**src/rtl/priority_intr_ctrl_if.sv**
```systemverilog
// Peripheral-bus interface for the priority interrupt controller.
// The CPU-side peripheral controller is the master; the interrupt controller is the slave.
interface priority_intr_ctrl_if #(
    parameter int DATA_WIDTH = 32
);
    logic                  ce;
    logic                  rw;
    logic [2:0]            address;
    logic [DATA_WIDTH-1:0] data_in;
    logic [DATA_WIDTH-1:0] data_out;

    modport master (
        output ce,
        output rw,
        output address,
        output data_in,
        input  data_out
    );

    modport slave (
        input  ce,
        input  rw,
        input  address,
        input  data_in,
        output data_out
    );
endinterface

```
**src/rtl/priority_intr_ctrl.sv**
```systemverilog
// Parametrised priority interrupt controller.
// Collects IRQ_COUNT request lines (per-line edge/level mode and mask), raises a single
// intr to the CPU and holds the winning line ID until software acknowledges it.
// Fixed priority: the lowest enabled pending line wins.
module priority_intr_ctrl #(
    parameter int         IRQ_COUNT    = 8,
    parameter int         DATA_WIDTH   = 32,
    parameter logic [2:0] IRQ_ID_ADDR  = 3'd0,
    parameter logic [2:0] MASK_ADDR    = 3'd1,
    parameter logic [2:0] INT_ACK_ADDR = 3'd2,
    parameter logic [2:0] PENDING_ADDR = 3'd3,
    parameter logic [2:0] MODE_ADDR    = 3'd4
) (
    input  logic                 clk,
    input  logic                 rst,
    priority_intr_ctrl_if.slave  bus,
    input  logic [IRQ_COUNT-1:0] irq,
    output logic                 intr
);

    localparam int ID_W = (IRQ_COUNT > 1) ? $clog2(IRQ_COUNT) : 1;

    typedef enum logic {
        IDLE,
        WAIT_ACK
    } state_t;

    state_t               state_q, state_d;
    logic [IRQ_COUNT-1:0] irq_q, irq_d;
    logic [IRQ_COUNT-1:0] mask_q, mask_d;
    logic [IRQ_COUNT-1:0] mode_q, mode_d;
    logic [IRQ_COUNT-1:0] pending_q, pending_d;
    logic [ID_W-1:0]      irq_id_q, irq_id_d;

    logic                 wr_en;
    logic                 rd_en;
    logic [IRQ_COUNT-1:0] wr_lines;
    logic [IRQ_COUNT-1:0] rise;
    logic [IRQ_COUNT-1:0] active;
    logic [IRQ_COUNT-1:0] clr;
    logic [ID_W-1:0]      win_id;
    logic                 ack_hit;
    logic                 unused_data_in;

    assign wr_en          = bus.ce & bus.rw;
    assign rd_en          = bus.ce & ~bus.rw;
    assign wr_lines       = bus.data_in[IRQ_COUNT-1:0];
    assign rise           = irq & ~irq_q;
    assign active         = pending_q & mask_q;
    assign irq_d          = irq;
    assign unused_data_in = ^bus.data_in;

    // An acknowledge only counts while waiting and only if it names the latched line
    always_comb begin
        ack_hit = 1'b0;
        if (wr_en && (bus.address == INT_ACK_ADDR) && (state_q == WAIT_ACK) &&
            (bus.data_in[ID_W-1:0] == irq_id_q)) begin
            ack_hit = 1'b1;
        end
    end

    // Mask and mode registers; bits above IRQ_COUNT simply never get stored
    always_comb begin
        mask_d = mask_q;
        mode_d = mode_q;
        if (wr_en && (bus.address == MASK_ADDR)) begin
            mask_d = wr_lines;
        end
        if (wr_en && (bus.address == MODE_ADDR)) begin
            mode_d = wr_lines;
        end
    end

    // Pending bits: level lines mirror irq_q, edge lines latch rising edges (set beats clear)
    always_comb begin
        clr       = '0;
        pending_d = pending_q;
        if (wr_en && (bus.address == PENDING_ADDR)) begin
            clr = wr_lines;
        end
        for (int i = 0; i < IRQ_COUNT; i++) begin
            if (ack_hit && (ID_W'(i) == irq_id_q)) begin
                clr[i] = 1'b1;
            end
            if (!mode_q[i]) begin
                pending_d[i] = irq_q[i];
            end else begin
                pending_d[i] = (pending_q[i] & ~clr[i]) | rise[i];
            end
            if (mode_d[i] && !mode_q[i]) begin
                pending_d[i] = 1'b0;
            end
        end
    end

    // Fixed-priority encoder: scanning downwards leaves the lowest active index
    always_comb begin
        win_id = '0;
        for (int i = IRQ_COUNT - 1; i >= 0; i--) begin
            if (active[i]) begin
                win_id = ID_W'(i);
            end
        end
    end

    // Next-state and output logic; IRQ ID only changes when leaving IDLE
    always_comb begin
        state_d  = state_q;
        irq_id_d = irq_id_q;
        intr     = 1'b0;
        case (state_q)
            IDLE: begin
                if (|active) begin
                    irq_id_d = win_id;
                    state_d  = WAIT_ACK;
                end
            end
            WAIT_ACK: begin
                intr = 1'b1;
                if (ack_hit) begin
                    state_d = IDLE;
                end
            end
            default: begin
                state_d = IDLE;
            end
        endcase
    end

    // Combinational register read port; idle bus reads as zero
    always_comb begin
        bus.data_out = '0;
        if (rd_en) begin
            case (bus.address)
                IRQ_ID_ADDR:  bus.data_out = DATA_WIDTH'(irq_id_q);
                MASK_ADDR:    bus.data_out = DATA_WIDTH'(mask_q);
                PENDING_ADDR: bus.data_out = DATA_WIDTH'(pending_q);
                MODE_ADDR:    bus.data_out = DATA_WIDTH'(mode_q);
                default:      bus.data_out = '0;
            endcase
        end
    end

    // State register with synchronous reset
    always_ff @(posedge clk) begin
        if (rst) begin
            state_q   <= IDLE;
            irq_q     <= '0;
            mask_q    <= '0;
            mode_q    <= '0;
            pending_q <= '0;
            irq_id_q  <= '0;
        end else begin
            state_q   <= state_d;
            irq_q     <= irq_d;
            mask_q    <= mask_d;
            mode_q    <= mode_d;
            pending_q <= pending_d;
            irq_id_q  <= irq_id_d;
        end
    end

endmodule

```
**src/flat_wrapper.sv**
```systemverilog
// flat-port wrapper written by rule: the top's interface ports become plain ports
module priority_intr_ctrl_flat 
#(
    parameter int         IRQ_COUNT    = 8,
    parameter int         DATA_WIDTH   = 32,
    parameter logic [2:0] IRQ_ID_ADDR  = 3'd0,
    parameter logic [2:0] MASK_ADDR    = 3'd1,
    parameter logic [2:0] INT_ACK_ADDR = 3'd2,
    parameter logic [2:0] PENDING_ADDR = 3'd3,
    parameter logic [2:0] MODE_ADDR    = 3'd4
)
  (clk, rst, irq, intr, bus_ce, bus_rw, bus_address, bus_data_in, bus_data_out);
  priority_intr_ctrl_if #(.DATA_WIDTH(DATA_WIDTH)) bus_i ();
  input  logic clk;
  input  logic rst;
  input  logic [IRQ_COUNT-1:0] irq;
  output logic intr;
  input wire logic [$bits(bus_i.ce)-1:0] bus_ce;
  input wire logic [$bits(bus_i.rw)-1:0] bus_rw;
  input wire logic [$bits(bus_i.address)-1:0] bus_address;
  input wire logic [$bits(bus_i.data_in)-1:0] bus_data_in;
  output wire logic [$bits(bus_i.data_out)-1:0] bus_data_out;
  assign bus_i.ce = bus_ce;
  assign bus_i.rw = bus_rw;
  assign bus_i.address = bus_address;
  assign bus_i.data_in = bus_data_in;
  assign bus_data_out = bus_i.data_out;
  priority_intr_ctrl #(.IRQ_COUNT(IRQ_COUNT), .DATA_WIDTH(DATA_WIDTH), .IRQ_ID_ADDR(IRQ_ID_ADDR), .MASK_ADDR(MASK_ADDR), .INT_ACK_ADDR(INT_ACK_ADDR), .PENDING_ADDR(PENDING_ADDR), .MODE_ADDR(MODE_ADDR)) u_core (.clk(clk), .rst(rst), .bus(bus_i), .irq(irq), .intr(intr));
endmodule
```
**config.mk**
```make
export PLATFORM = sky130hd
export DESIGN_NAME = priority_intr_ctrl_flat
export DESIGN_NICKNAME = d
export VERILOG_FILES = /design/src/rtl/priority_intr_ctrl_if.sv /design/src/rtl/priority_intr_ctrl.sv /design/src/flat_wrapper.sv
export SDC_FILE = /design/constraint.sdc
export NUM_CORES = 1
export LEC_CHECK = 0
export CAP_MARGIN = 20
export CORE_MARGIN = 8
export CORE_UTILIZATION = 49
export DETAILED_ROUTE_END_ITERATION = 8
export PLACE_DENSITY_LB_ADDON = 0.08
export SLEW_MARGIN = 20
export SYNTH_ARGS = -nofsm -noshare
export SYNTH_HDL_FRONTEND = slang
export SYNTH_SLANG_ARGS = --single-unit
```
**constraint.sdc**
```tcl
create_clock -name clk -period 3.1 [get_ports clk]
set_input_delay 0.62 -clock clk [delete_from_list [all_inputs] [get_ports clk]]
set_output_delay 0.62 -clock clk [all_outputs]
set_load 0.03 [all_outputs]
```
==> metrics.md, run 1 <==
| Metric | Value |
|---|---|
| Status | `complete, no violations` |
| Final setup viols | `0` |
| Syn avg cell area | `8.02 sq um` |
| Cells after synthesis | `282` |
| TritonCTS clock tree | `yes` |
| Pins Over Slew Limit | `0` |
| Worst R2R Path Depth | `4` |
| Clock latency at the later pin of the worst-skew pair | `0.30 ns` |
| Fmax | `350 MHz` |
| Hold-fix buffers, CTS | `0` |
| Final Hold Vio Count | `0` |
| Ports | `80` |
| Total GRT Usage | `0.177` |
| Clock buffer depth | `2` |
| GRT overflow | `0` |
| Largest net degree at the start of global routing | `27` |
| Cell variety after synth | `51` |
| Fin nets | `365` |
| Die Area | `7040 sq um` |
| Critical Path Source Type | `primary input` |
| Largest area contributor in the netlist | `dfxtp_1` |
| Clock root buffer | `clkbuf_8` |
| Worst Path Class, Setup | `primary input to output pin` |
| Layout area overhead | `17.5%` |
| Main flop type after synthesis | `dfxtp_1` |
| Sum Neg Setup Slack | `0 ns` |
| Leakage power | `0.985 nW` |
| Initial DRC Count | `128` |
| Data arrival time of the worst path | `2.24 ns` |
| Detailed Place HPWL | `4690 um` |
| Pwr dens | `382 nW/um^2` |
| DR vias/cell | `5.73` |
| Worst setup margin | `0.243 ns` |
| DRC | `0` |
| Area after DPL | `2570 sq um` |
| Hold depth | `2` |
| Synth async-reset ratio | `0` |
| Post-synthesis sequential area ratio | `0.319` |
| Die Ht | `83.9 um` |
| Diode count | `0` |
| Post-synthesis cell area | `2260 sq um` |
| EDFF count, synth | `0` |
| Post-CTS Setup Bufs | `0` |
| Critical Path Sink Type | `output pin` |
| Remaining antenna violation count | `0` |
| Initial antenna violation count | `0` |
| Pre-antenna DRT Iters | `4` |
| Drt total wl | `6250 um` |
| Core area | `4410 sq um` |
| Final Hold Slack | `0.501 ns` |
| Final period utilization | `0.922` |
| Synth area leaders | `dfxtp_1 32%, buf_4 8.3%, mux2i_1 4.9%` |
| Yosys reg bits | `36` |
| CP Data Required Time | `2.48 ns` |
| Global placement routability congestion | `0.846` |
| Max cap viols | `0` |
| Core Util, Final | `0.602` |
| Post-synth top area share | `0.319` |
| Placement row count | `24` |
| Num Clock Sinks | `36` |
| Post-route cell area | `2660 sq um` |
| Chip Width | `83.9 um` |
| Setup WS pre-CTS | `0.274 ns` |
| Synth warnings | `0` |
| Fillers | `418` |
| H-Tree Depth | `2` |
| Hold Path Class | `flop to flop` |
| Wire length per cell | `16.8 um` |
| Initial Utilization | `0.512` |
| Worst-path fanout max | `6` |
| RSZ-0062 raised after global routing | `false` |
| Share of layout cells above drive strength 1 | `0.103` |
| Vias in the first global route | `2021` |
| Worst clock skew | `0.00961 ns` |
| IO buf count | `31` |
| First-pass GRT wire length | `10400 um` |
| Final min period | `2.86 ns` |
| Peak supply drop | `0.230 mV` |
| Clock-pin transition on the worst setup and hold timing paths | `0.07 ns` |
| Cts repair resizes | `0` |
| Cts bufs inserted | `5` |
| Vias | `2127` |
==> kinds of logic after synthesis <==
family	Yosys count	share of synthesized area
simple gates	109	0.255
buf+inv	47	0.123
other cells	1	0.00166
compound gates	75	0.241
flops	36	0.319
mux	11	0.0487
xor+xnor	3	0.0116
==> cell usage after synthesis (8+ instances only) <==
| library cell | count |
|---|---|
| nand3_1 | 11 |
| mux2i_1 | 11 |
| buf_4 | 25 |
| nand2_1 | 22 |
| a21oi_1 | 15 |
| a2bb2oi_1 | 8 |
| dfxtp_1 | 36 |
| nor2_1 | 29 |
| nor2b_1 | 9 |
| o211ai_1 | 8 |
| clkbuf_1 | 9 |
| a22oi_1 | 10 |
==> path summary, 6_finish.rpt <==
check | to | slack, ns | startpoint
setup / recovery | bus_data_out[3] | 0.24 | bus_address[2]
setup reg to reg | u_core.pending_q[2] | 1.49 | u_core.state_q
hold / removal | u_core.pending_q[4] | 0.50 | u_core.irq_q[4]
hold reg to reg | u_core.pending_q[4] | 0.50 | u_core.irq_q[4]
==> cell usage in the layout (no fill, tap or decap), types with 3 or more instances in the layout <==
master            n
nor2_1           29
buf_4            24
conb_1           24
clkdlybuf4s50_1  23
a31oi_1           7
clkbuf_8          6
nand2_1          22
a21oi_1          15
a22oi_1          10
nand3_1          11
nor3_1            7
a2bb2oi_1         8
and2_1            3
o22a_1            3
o21ai_0           5
o211ai_1          8
o2bb2ai_1         3
inv_1             5
mux2i_1          11
and3b_1           5
o2111ai_1         3
nor4b_1           3
nor2b_1           9
dfxtp_1          36
nand2b_1          4
==> per-layer routing <==
layer	up-vias	track usage	share of wire
met5	-	0	0
met4	0	0.0424	0.0098
met3	7	0.0469	0.065
met2	72	0.269	0.45
met1	1001	0.240	0.48
li1	1047	-	-
==> stage by stage <==
step,power [mW],instances
2_1_floorplan,0.628,305
3_3_place_gp,0.670,363
6_report,1.01,371
5_1_grt,1.06,371
3_5_place_dp,0.670,363
4_1_cts,1.02,371
==> layout make-up <==
cell class | instances | area (sq um) | share of cell area
Multi-Input combinational cell | 222 | 1350 | 0.508
Tap cell | 52 | 65.1 | 0.0245
Inverter | 6 | 22.5 | 0.00847
Sequential cell | 36 | 721 | 0.271
Timing Repair Buffer | 47 | 410 | 0.154
Clock buffer | 8 | 90.1 | 0.0339
==> power by group <==
group | leakage [nW] | internal (mW) | total (mW) | switching, mW
Sequential | 0.294 | 0.477 | 0.492 | 0.0152
Combinational | 0.645 | 0.0653 | 0.171 | 0.106
Clock | 0.0455 | 0.181 | 0.351 | 0.170
Total | 0.985 | 0.724 | 1.01 | 0.291
==> registers in the layout, indices dropped and copies added (netlist names) <==
| register | count |
|---|---|
| u_core.irq_q | 8 |
| u_core.mask_q | 8 |
| u_core.mode_q | 8 |
| u_core.pending_q | 8 |
| u_core.irq_id_q | 3 |
| u_core.state_q | 1 |
==> worst max-delay path: stages <==
cell and delay [ns]:
clkdlybuf4s50_1 0.57, buf_4 0.18, and2b_1 0.25, a22oi_1 0.18
a2bb2oi_1 0.18, nor2_1 0.08, buf_4 0.18
No activity file was read; power rests on OpenSTA's default activity.
==> run 2: changes to the inputs <==
--- a/config.mk
+++ b/config.mk
@@ -7,9 +7,11 @@
 export LEC_CHECK = 0
 export CAP_MARGIN = 20
 export CORE_MARGIN = 8
-export CORE_UTILIZATION = 49
+export CORE_UTILIZATION = 55
 export DETAILED_ROUTE_END_ITERATION = 8
+export DONT_BUFFER_PORTS = 1
 export PLACE_DENSITY_LB_ADDON = 0.08
+export SKIP_CTS_REPAIR_TIMING = 1
 export SLEW_MARGIN = 20
 export SYNTH_ARGS = -nofsm -noshare
 export SYNTH_HDL_FRONTEND = slang
==> metrics.md, run 2 (same netlist as run 1, synthesis figures left out) <==
| Metric | Value |
|---|---|
| Core area | `3970 sq um` |
| Global placement routability congestion | `0.911` |
| Ports | `80` |
| Clock root buffer | `clkbuf_8` |
| Leakage power | `0.803 nW` |
| Final min period | `2.41 ns` |
| Pins Over Slew Limit | `0` |
| Reg-to-reg endpoint | `u_core.pending_q[7]` |
| Data arrival time of the worst path | `1.79 ns` |
| GRT overflow | `0` |
| Final setup viols | `0` |
| Share of layout cells above drive strength 1 | `0.0507` |
| Met1 usage | `0.244` |
| Hold depth | `1` |
| Remaining antenna violation count | `0` |
| Detailed Place HPWL | `4300 um` |
| Dpl cells | `318` |
| Most frequent cells in the layout | `36 x dfxtp_1, 29 x nor2_1, 24 x conb_1` |
| Flop2flop setup slack | `1.06 ns` |
| Worst Path Class, Setup | `primary input to output pin` |
| Fmax | `416 MHz` |
| Internal | `0.747 mW` |
| Worst-path fanout max | `15` |
| DRC | `0` |
| Tightest Pin Transition | `0.780 ns` |
| Die Ht | `80.1 um` |
| CP Data Required Time | `2.48 ns` |
| Worst setup margin | `0.695 ns` |
| DR vias/cell | `6.06` |
| Worst R2R Path Depth | `4` |
| Pwr dens | `441 nW/um^2` |
| Wire length per cell | `18.2 um` |
| Vias in the first global route | `1836` |
| Critical Path Sink Type | `output pin` |
| Net Sw Frac | `0.260` |
| Chip Width | `80.1 um` |
| Num Clock Sinks | `36` |
| Min-delay src | `rst` |
| Peak supply drop | `0.286 mV` |
| Reg2Reg Launch Point | `u_core.state_q` |
| Crit-path cells | `nor2b_1, a22oi_1, a2bb2oi_1, nor2_1` |
| Clock buffer depth | `2` |
| Max cap viols | `0` |
| Total GRT Usage | `0.186` |
| Slew HR | `0.475` |
| Sw power | `0.263 mW` |
| Setup WS pre-CTS | `0.678 ns` |
| TritonCTS clock tree | `yes` |
| Grt met2 use | `0.281` |
| Clock latency at the later pin of the worst-skew pair | `0.29 ns` |
| Final period utilization | `0.776` |
| Crit-path slowest cell | `nor2_1` |
| Commonest non-fill, non-tap cell in the layout | `dfxtp_1` |
| Final Hold Slack | `0.390 ns` |
| Clock-pin transition on the worst setup and hold timing paths | `0.07 ns` |
| Fillers | `405` |
| Status | `complete, no violations` |
| Logic pwr share | `0.105` |
| RSZ-0062 raised after global routing | `false` |
| Die Area | `6420 sq um` |
| Final Hold Vio Count | `0` |
| Clk pwr share | `0.407` |
| Initial DRC Count | `189` |
| Pre-antenna DRT Iters | `4` |
| Drt total wl | `5930 um` |
| Initial Utilization | `0.569` |
| Largest net degree at the start of global routing | `39` |
| Area of the multi-input gates | `1350 sq um` |
| H-Tree Depth | `2` |
| Worst path max stage delay | `0.48 ns` |
| Placement row count | `23` |
| Layout area overhead | `1.38%` |
| Diode count | `0` |
| Grt peak-use layer | `met2` |
| Sum Neg Setup Slack | `0 ns` |
| Met3 Use GR | `0.0547` |
| Post-route insts no fill | `326` |
| Cts bufs inserted | `5` |
| First-pass GRT wire length | `9430 um` |
| Sequential fraction of design power | `0.488` |
| Critical Path Source Type | `primary input` |
| Initial antenna violation count | `0` |
| Vias | `1975` |
| Total power | `1.01 mW` |
| Worst clock skew | `0.00508 ns` |
| Register area | `721 sq um` |
| Fin nets | `322` |
| IO buf count | `0` |
| Endpoint, Worst Hold | `u_core.mode_q[0]` |
| Hold Path Class | `primary input to flop` |
-- run 2: critical path: cells and delay by family --
| family | cells | cell delay [ns] |
|---|---|---|
| AND/OR/NAND/NOR | 2 | 0.86 |
| AO/OA/AOI/OAI | 2 | 0.31 |
-- run 2: how the worst max path moves through the flow --
stage | from | to | slack [ns] | cells past startpoint
5_1_grt | bus_address[2] | bus_data_out[3] | 0.60 | 4
3_3_place_gp | bus_address[2] | bus_data_out[3] | 0.71 | 4
3_5_place_dp | bus_address[2] | bus_data_out[3] | 0.68 | 4
6_report | bus_address[2] | bus_data_out[3] | 0.69 | 4
4_1_cts | bus_address[2] | bus_data_out[3] | 0.68 | 4
2_1_floorplan | bus_address[1] | bus_data_out[0] | 0.72 | 5
-- run 2: layout make-up --
cell class,count,area share
Clock buffer,6,0.0317
Multi-Input combinational cell,222,0.588
Inverter,6,0.00983
Sequential cell,36,0.314
Clock inverter,2,0.0153
Timing Repair Buffer,4,0.0131
Tap cell,50,0.0273
-- run 2: per-stage QoR --
stage / cell area [sq um] / util
6_report: 2290 / 0.577
5_1_grt: 2290 / 0.577
4_1_cts: 2290 / 0.577
3_5_place_dp: 2180 / 0.550
3_3_place_gp: 2180 / 0.550
2_1_floorplan: 2350 / -
-- run 2: routing by layer --
layer  vias to the layer above  routed length [um]
met2                        68                2700
met5                         -                   0
met3                         4                 551
met4                         0                  24
met1                       939                2650
li1                        964                   -
-- run 2: power groups by stage --
stage	Clock, mW	Sequential (mW)	Combinational (mW)
4_1_cts	0.415	0.492	0.104
2_1_floorplan	0	0.498	0.130
3_5_place_dp	0	0.503	0.104
6_report	0.411	0.493	0.106
5_1_grt	0.433	0.495	0.114
3_3_place_gp	0	0.503	0.103
